### src/rtl/run_ctrl_pkg.sv
// rtl/run_ctrl_pkg.sv - shared state encoding for the CPU run controller
package run_ctrl_pkg;

  localparam int STATE_W = 3;

  typedef enum logic [STATE_W-1:0] {
    ST_IDLE     = 3'd0,
    ST_RST_HOLD = 3'd1,
    ST_RUN      = 3'd2,
    ST_HALTED   = 3'd3,
    ST_TIMEOUT  = 3'd4
  } run_state_e;

endpackage

### src/rtl/halt_detect.sv
// rtl/halt_detect.sv - branch-to-self detector over retired PCs
module halt_detect
  import run_ctrl_pkg::*;
#(
  parameter int PC_W        = 32,
  parameter int HALT_REPEAT = 2
) (
  input  logic            clk,
  input  logic            reset,
  input  logic            clear,
  input  logic            retire,
  input  logic            enable,
  input  logic [PC_W-1:0] pc,
  output logic            halt
);

  localparam int RPT_W = $clog2(HALT_REPEAT + 1);

  logic [PC_W-1:0]  last_pc_q, last_pc_d;
  logic             valid_q, valid_d;
  logic [RPT_W-1:0] rpt_q, rpt_d;
  logic             hit, same_pc;

  // valid_q keeps the first retirement after a clear from matching the reset PC
  always_comb begin
    hit       = retire & enable;
    same_pc   = valid_q & (pc == last_pc_q);
    halt      = hit & same_pc & (rpt_q == RPT_W'(HALT_REPEAT - 1));
    last_pc_d = last_pc_q;
    valid_d   = valid_q;
    rpt_d     = rpt_q;
    if (clear) begin
      last_pc_d = '0;
      valid_d   = 1'b0;
      rpt_d     = '0;
    end else if (hit) begin
      if (same_pc) begin
        rpt_d = rpt_q + 1'b1;
      end else begin
        last_pc_d = pc;
        valid_d   = 1'b1;
        rpt_d     = '0;
      end
    end
  end

  always_ff @(posedge clk) begin
    if (reset) begin
      last_pc_q <= '0;
      valid_q   <= 1'b0;
      rpt_q     <= '0;
    end else begin
      last_pc_q <= last_pc_d;
      valid_q   <= valid_d;
      rpt_q     <= rpt_d;
    end
  end

endmodule

### src/rtl/cpu_run_ctrl.sv
// rtl/cpu_run_ctrl.sv - CPU reset sequencing, clock gating, counters and halt/timeout FSM
module cpu_run_ctrl
  import run_ctrl_pkg::*;
#(
  parameter int RESET_CYCLES = 4,
  parameter int CNT_W        = 32,
  parameter int MAX_CYCLES   = 10000,
  parameter int PC_W         = 32,
  parameter int HALT_REPEAT  = 2
) (
  input  logic               clk,
  input  logic               reset,
  input  logic               start,
  input  logic               abort,
  input  logic               step_mode,
  input  logic               step_req,
  input  logic               retire,
  input  logic [PC_W-1:0]    retire_pc,
  output logic               cpu_reset,
  output logic               cpu_clk_en,
  output logic [CNT_W-1:0]   cycle_count,
  output logic [CNT_W-1:0]   retire_count,
  output logic               done,
  output logic               timed_out,
  output logic [STATE_W-1:0] state
);

  localparam int HOLD_W = (RESET_CYCLES > 1) ? $clog2(RESET_CYCLES) : 1;

  run_state_e        state_q, state_d;
  logic [HOLD_W-1:0] hold_q, hold_d;
  logic [CNT_W-1:0]  cyc_q, cyc_d;
  logic [CNT_W-1:0]  ret_q, ret_d;
  logic              done_q, timed_out_q;
  logic              run_en, start_go, halt;

  always_comb begin
    state_d    = state_q;
    hold_d     = hold_q;
    cyc_d      = cyc_q;
    ret_d      = ret_q;
    run_en     = (state_q == ST_RUN) & (~step_mode | step_req);
    cpu_clk_en = run_en | (state_q == ST_RST_HOLD);
    cpu_reset  = (state_q == ST_IDLE) | (state_q == ST_RST_HOLD);
    start_go   = start & ~abort &
                 ((state_q == ST_IDLE) | (state_q == ST_HALTED) | (state_q == ST_TIMEOUT));
    if (abort) begin
      state_d = ST_IDLE;
    end else if (start_go) begin
      state_d = ST_RST_HOLD;
      hold_d  = '0;
      cyc_d   = '0;
      ret_d   = '0;
    end else begin
      case (state_q)
        ST_RST_HOLD: begin
          if (hold_q == HOLD_W'(RESET_CYCLES - 1)) state_d = ST_RUN;
          else hold_d = hold_q + 1'b1;
        end
        ST_RUN: begin
          if (run_en) begin
            cyc_d = cyc_q + 1'b1;
            if (retire) ret_d = ret_q + 1'b1;
            // a halt on the last budgeted cycle is still reported as a halt
            if (halt) state_d = ST_HALTED;
            else if (cyc_q == CNT_W'(MAX_CYCLES - 1)) state_d = ST_TIMEOUT;
          end
        end
        default: ;
      endcase
    end
  end

  always_ff @(posedge clk) begin
    if (reset) begin
      state_q     <= ST_IDLE;
      hold_q      <= '0;
      cyc_q       <= '0;
      ret_q       <= '0;
      done_q      <= 1'b0;
      timed_out_q <= 1'b0;
    end else begin
      state_q     <= state_d;
      hold_q      <= hold_d;
      cyc_q       <= cyc_d;
      ret_q       <= ret_d;
      done_q      <= (state_d == ST_HALTED);
      timed_out_q <= (state_d == ST_TIMEOUT);
    end
  end

  halt_detect #(
    .PC_W        (PC_W),
    .HALT_REPEAT (HALT_REPEAT)
  ) u_halt_detect (
    .clk    (clk),
    .reset  (reset),
    .clear  (start_go),
    .retire (retire),
    .enable (run_en & ~abort),
    .pc     (retire_pc),
    .halt   (halt)
  );

  assign cycle_count  = cyc_q;
  assign retire_count = ret_q;
  assign done         = done_q;
  assign timed_out    = timed_out_q;
  assign state        = state_q;

endmodule

### config.mk
export PLATFORM = sky130hd
export DESIGN_NAME = cpu_run_ctrl
export DESIGN_NICKNAME = d
export VERILOG_FILES = /design/src/rtl/run_ctrl_pkg.sv /design/src/rtl/halt_detect.sv /design/src/rtl/cpu_run_ctrl.sv
export SDC_FILE = /design/constraint.sdc
export NUM_CORES = 1
export LEC_CHECK = 0
export CAP_MARGIN = 20
export CORE_MARGIN = 2
export CORE_UTILIZATION = 55
export CTS_BUF_LIST = sky130_fd_sc_hd__clkbuf_4
export DETAILED_ROUTE_END_ITERATION = 7
export PLACE_DENSITY = 0.83
export SYNTH_ARGS = -nofsm -noshare
export SYNTH_HDL_FRONTEND = slang
export SYNTH_SLANG_ARGS = --single-unit
### constraint.sdc
create_clock -name clk -period 3 [get_ports clk]
set_clock_uncertainty 0.05 [all_clocks]
set_input_delay 0.6 -clock clk [delete_from_list [all_inputs] [get_ports clk]]
set_output_delay 0.6 -clock clk [all_outputs]
set_load 0.03 [all_outputs]
# Word level (Yosys, flattened, before mapping)
# Cells that the tools add are included.
[classes]
add_sub_neg = 4
n_eq_ne = 11
mux = 18
bitwise = 16
n_reduce_logical = 10
[ops]
columns = ["op", "count"]
rows = [
  ["2-to-1 mux 32 bit", 7],
  ["adder 32 x 1 -> 32 bit (second input constant)", 2],
  ["== test 32 x 14 -> 1 bit (second input constant)", 1],
  ["== test 32 bit", 1],
  ["2-to-1 mux 3 bit", 6],
  ["== test 3 x 2 -> 1 bit (second input constant)", 3],
  ["AND 1 bit", 8],
  ["2-to-1 mux 2 bit", 4],
  ["nonzero test 2 bit", 4],
  ["== test 3 bit (second input constant)", 2],
  ["case mux 3 bit (2 select lines)", 1],
  ["AND reduction 3 bit", 2],
  ["OR 1 bit", 5],
  ["adder 2 x 1 -> 2 bit (second input constant)", 2],
  ["AND reduction 4 bit", 1],
  ["== test 3 x 1 -> 1 bit (second input constant)", 1],
  ["logical NOT 3 bit", 1],
  ["inverter 1 bit", 3],
  ["== test 2 x 1 -> 1 bit (second input constant)", 1],
  ["== test 2 bit (second input constant)", 1],
  ["!= test 2 bit (second input constant)", 1],
  ["AND reduction 2 bit", 1],
  ["OR reduction 2 bit", 1],
]
[word_totals]
regBits = 106
input_bits = 39
output_inout_bits = 71
elab_cells = 68

# Depth between registers and ports, before layout
[depth]
ltp_word = 13
ltp_mapped = 9
depth_no_buf = 5

# Modules after synthesis
# Synthesis repeated with hierarchy kept, for this count alone.
[hier_totals]
cells_unflattened = 597
area_unflattened_um2 = 5206.2
[by_module_without_submodules]
columns = ["mod", "instances", "cells_per_inst", "area_each_um2", "seq_area_each_um2"]
rows = [
  ["cpu_run_ctrl", 1, 427, 3520.9, 1421.4],
  ["halt_detect", 1, 170, 1685.4, 700.7],
]

# Worst setup path after synthesis
# OpenSTA, ideal clock, no wires.
[synth_path]
kind = "in2reg"
startpoint = "input port retire_pc[0]"
endpoint = "register state_q[2], in the netlist state[2]"
setup_time_ns = 0.116
arrival_time_ns = 2.173
required_time_ns = 2.834
slack_ns = 0.661
path_stages = 6
path_buffers = 1
path_cell_list = "xnor2_1 > nand4_1 > or4_1 > buf_2 > or4_4 > a31o_1"
[synth_via]
elab_chain_cells = 9
[synth_rtl]
columns = ["element", "line", "source"]
rows = [
  ["start: declaration", "cpu_run_ctrl.sv:18", "input logic [PC_W-1:0] retire_pc,"],
  ["== test 32 bit", "halt_detect.sv:27", "same_pc = valid_q & (pc == last_pc_q);"],
  ["AND 1 bit", "halt_detect.sv:27", ""],
  ["AND 1 bit (2 in a row)", "halt_detect.sv:28", "halt = hit & same_pc & (rpt_q == RPT_W'(HALT_REPEAT - 1));"],
  ["2-to-1 mux 3 bit", "cpu_run_ctrl.sv:65", "if (halt) state_d = ST_HALTED;"],
  ["2-to-1 mux 3 bit", "cpu_run_ctrl.sv:61", "if (run_en) begin"],
  ["case mux 3 bit (2 select lines)", "cpu_run_ctrl.sv:55", "case (state_q)"],
  ["2-to-1 mux 3 bit", "cpu_run_ctrl.sv:49", "end else if (start_go) begin"],
  ["2-to-1 mux 3 bit", "cpu_run_ctrl.sv:47", "if (abort) begin"],
  ["end signal: assignment", "cpu_run_ctrl.sv:83", "state_q <= state_d;"],
  ["end: declaration", "cpu_run_ctrl.sv:30", "run_state_e state_q, state_d;"],
]
# No other way between the ends.
# A chain may end at the register's enable or synchronous reset.

# Worst setup path in the final report
[layout_path]
startpoint = "input port step_req"
endpoint = "output port cpu_clk_en"
[layout_via]
elab_chain_cells = 3
[layout_rtl]
columns = ["element", "line", "source"]
rows = [
  ["start: declaration", "cpu_run_ctrl.sv:16", "input logic step_req,"],
  ["OR 1 bit", "cpu_run_ctrl.sv:42", "run_en = (state_q == ST_RUN) & (~step_mode | step_req);"],
  ["AND 1 bit", "cpu_run_ctrl.sv:42", ""],
  ["OR 1 bit", "cpu_run_ctrl.sv:43", "cpu_clk_en = run_en | (state_q == ST_RST_HOLD);"],
  ["end: declaration", "cpu_run_ctrl.sv:20", "output logic cpu_clk_en,"],
]
# No other way between the ends.

==> results.py <==
metrics = {
    "run_status": {
        "status": "completed",
    },
    "finish": {
        "n_antenna_cell": 0,
        "postLayoutCoreUtil_pct": 70.6,
        "drive_above_1_share_pct": 8.28,
        "syn2layout_area_growth_pct": 24.9,
        "nets": 895,
    },
    "clock_network": {
        "postCtsSetupRepairBufs": 0,
        "cts_root_buf": "clkbuf_4",
        "insertion_delay_ps": 450,
        "tritoncts": "done",
        "cts.sinks": 106,
        "cts_max_level": 3,
        "cts_buffer_depth": 2,
        "cts_buffers": 9,
        "clkTransAtPathRegs_ps": 150,
        "ctsResizeCount": 0,
        "hold_buffers": 0,
    },
    "setup_path": {
        "endpoint": "cpu_clk_en",
        "r2r_slack_ps": 450,
        "startpoint_type": "input port",
        "r2r_cells": 5,
        "crit_fanout": 3,
        "r2r-end": "retire_count[9]",
        "reg2reg_from": "state[2]",
        "cp_data_required_time_ps": 2350,
        "crit_type": "input port to primary output",
        "cp.arrival_ps": 2170,
        "end_kind": "primary output",
        "crit_path_start": "step_req",
    },
    "sta": {
        "setup_tns_ps": 0,
        "tightest_slew_ps": 1080,
        "fin_crit_sh_pct": 94.1,
        "finalSetupViolCount": 0,
        "slew_viol_final": 0,
        "hold_viol": 0,
        "layout_min_cycle_time_ps": 2820,
        "max_slew_margin_pct": 27.8,
        "hold_ws_ps": 426,
        "fmax_ghz": 0.354,
        "rsz0062_at_grt": "false",
    },
    "worst_hold_path": {
        "hold_class": "flip-flop to flip-flop",
        "hold_start": "u_halt_detect.rpt_q[1]",
    },
    "grt": {
        "grt_pass1_vias": 5978,
        "grt_usage_pct": 29.3,
        "grt_max_degree": 39,
        "overflow": 0,
        "grt_antenna_before_repair": 0,
        "grt_pass1_wl_mm": 28.6,
    },
    "floorplanning": {
        "fp.dieW_um": 110,
        "ioPinCount": 110,
        "fp.dieH_um": 110,
        "core.rowCount": 38,
        "core_um2": 10800,
        "initial_utilization_pct": 56.5,
        "die-area_um2": 12000,
    },
    "logic_synthesis": {
        "synthTopCellsByArea": "dfxtp_1 35%, or4_1 6.0%, nand3_1 4.8%",
        "synthTopCellsByCount": "106 x dfxtp_1, 77 x nand2_1, 59 x nand3_1, 49 x or4_1, 45 x clkbuf_1",
        "ys_warn_count": 0,
        "synth_area_um2": 6130,
        "synth_top_area_share_pct": 34.6,
        "syn_area_per_cell_um2": 8.17,
        "synth_edf_count": 0,
        "ys.flop_type": "dfxtp_1",
        "synth.yosys.seq_area_share_pct": 34.6,
        "ys_ff_latch": 106,
        "netlist_instances": 750,
        "syn_nets": 793,
        "synth_area_leader_cell": "dfxtp_1",
        "synth_cell_type_count": 62,
        "synth.most_common_cell": "dfxtp_1",
        "async_reset_ff_share_pct": 0,
    },
    "route": {
        "wl_per_cell_um": 17.9,
        "first_pass_iters": 5,
        "first_iter_violations": 703,
        "vias": 6640,
        "drc_errors": 0,
        "ant_nets": 0,
        "vias_per_cell": 6.66,
        "wirelength_mm": 17.9,
    },
    "placement": {
        "port_buffers": 109,
        "dp_hpwl_mm": 12.6,
        "gp_congestion": 0.893,
    },
    "power_and_ir_drop": {
        "powerDensity_nw_per_um2": 325,
        "irDropWorstVdd_mv": 0.274,
        "p_leak_nw": 2.48,
        "p_total_mw": 2.49,
    },
    "flow_run": {
        "cap_viol_max_count": 0,
    },
}
registers in the layout, indices dropped and copies added, names as in the netlist:
name	cells
u_halt_detect.rpt_q	2
timed_out	1
u_halt_detect.last_pc_q	32
u_halt_detect.valid_q	1
done	1
hold_q	2
state	3
retire_count	32
cycle_count	32
power breakdown:
group          total, mW  internal, mW  switching, mW
sequential          1.41          1.41        0.00148
combinational      0.226        0.0985          0.128
clock              0.850         0.364          0.486
how the worst min path moves through the flow:
| stage | cells past startpoint | to | slack [ps] |
|---|---|---|---|
| floorplan | 2 | u_halt_detect.rpt_q[1] | 380 |
| global placement | 2 | u_halt_detect.rpt_q[1] | 390 |
| detailed placement | 2 | u_halt_detect.rpt_q[1] | 400 |
| CTS | 2 | u_halt_detect.rpt_q[1] | 420 |
| global route | 2 | u_halt_detect.rpt_q[1] | 460 |
| finish | 2 | u_halt_detect.rpt_q[1] | 430 |
placed cells by master (no fill, tap or decap), types with 3 or more instances in the layout:
cell type        instances
o211ai_1                32
nor3_1                   6
nand2_1                 77
o41ai_1                  4
mux2i_1                 13
clkbuf_4                11
o2111ai_1                5
o311ai_0                 4
o31ai_1                 17
nand3_1                 59
buf_4                   40
xnor2_1                 16
nand4_1                 26
o21ai_0                 14
or4_1                   49
inv_1                   13
clkdlybuf4s50_1        109
nor4_1                  19
xor2_1                  27
nor2_1                  32
nand2b_1                 3
nor2b_1                  6
dfxtp_1                106
o211ai_2                 3
or3_1                   25
and4_1                  10
and3_1                  10
and2_1                   5
a32oi_1                 30
a21oi_1                 41
ha_1                     4
critical path, cell delays in order:
cell and delay [ps]:
clkdlybuf4s50_1 440, nand2b_1 140, buf_4 130, a21oi_1 80, nor2_1 100, clkdlybuf4s50_1 680
metrics by stage:
| stage | instance area, um^2 | setup WS, ps | instances |
|---|---|---|---|
| 2_1_floorplan | 6130 | 661 | 750 |
| 3_3_place_gp | 7480 | -29.2 | 980 |
| 3_5_place_dp | 7480 | -107 | 980 |
| 4_1_cts | 7640 | 194 | 996 |
| 5_1_grt | 7650 | 88.7 | 997 |
| 6_report | 7650 | 176 | 997 |
kinds of logic after synthesis:
group,after synthesis,share of synthesized area [%]
compound gates,169,20.0
flops,106,34.6
simple gates,342,31.4
xor+xnor,43,6.15
buf+inv,73,4.90
mux,13,2.12
fa+ha+maj,4,0.817
area by class of cell:
cell class                      instances  area, um^2
Tap cell                              140         175
Clock inverter                          5        85.1
Sequential cell                       106        2120
Inverter                               13        48.8
Fill cell                             891        3190
Multi-Input combinational cell        571        3710
Clock buffer                           11        82.6
Timing Repair Buffer                  151        1430
routing by layer:
metal  GRT usage, %  part of all wire (%)
met1           39.5                    42
met3           3.68                   7.2
met4           9.76                   2.3
met5              0                     0
met2           48.6                    48
Power figures use the tool's default switching activity.
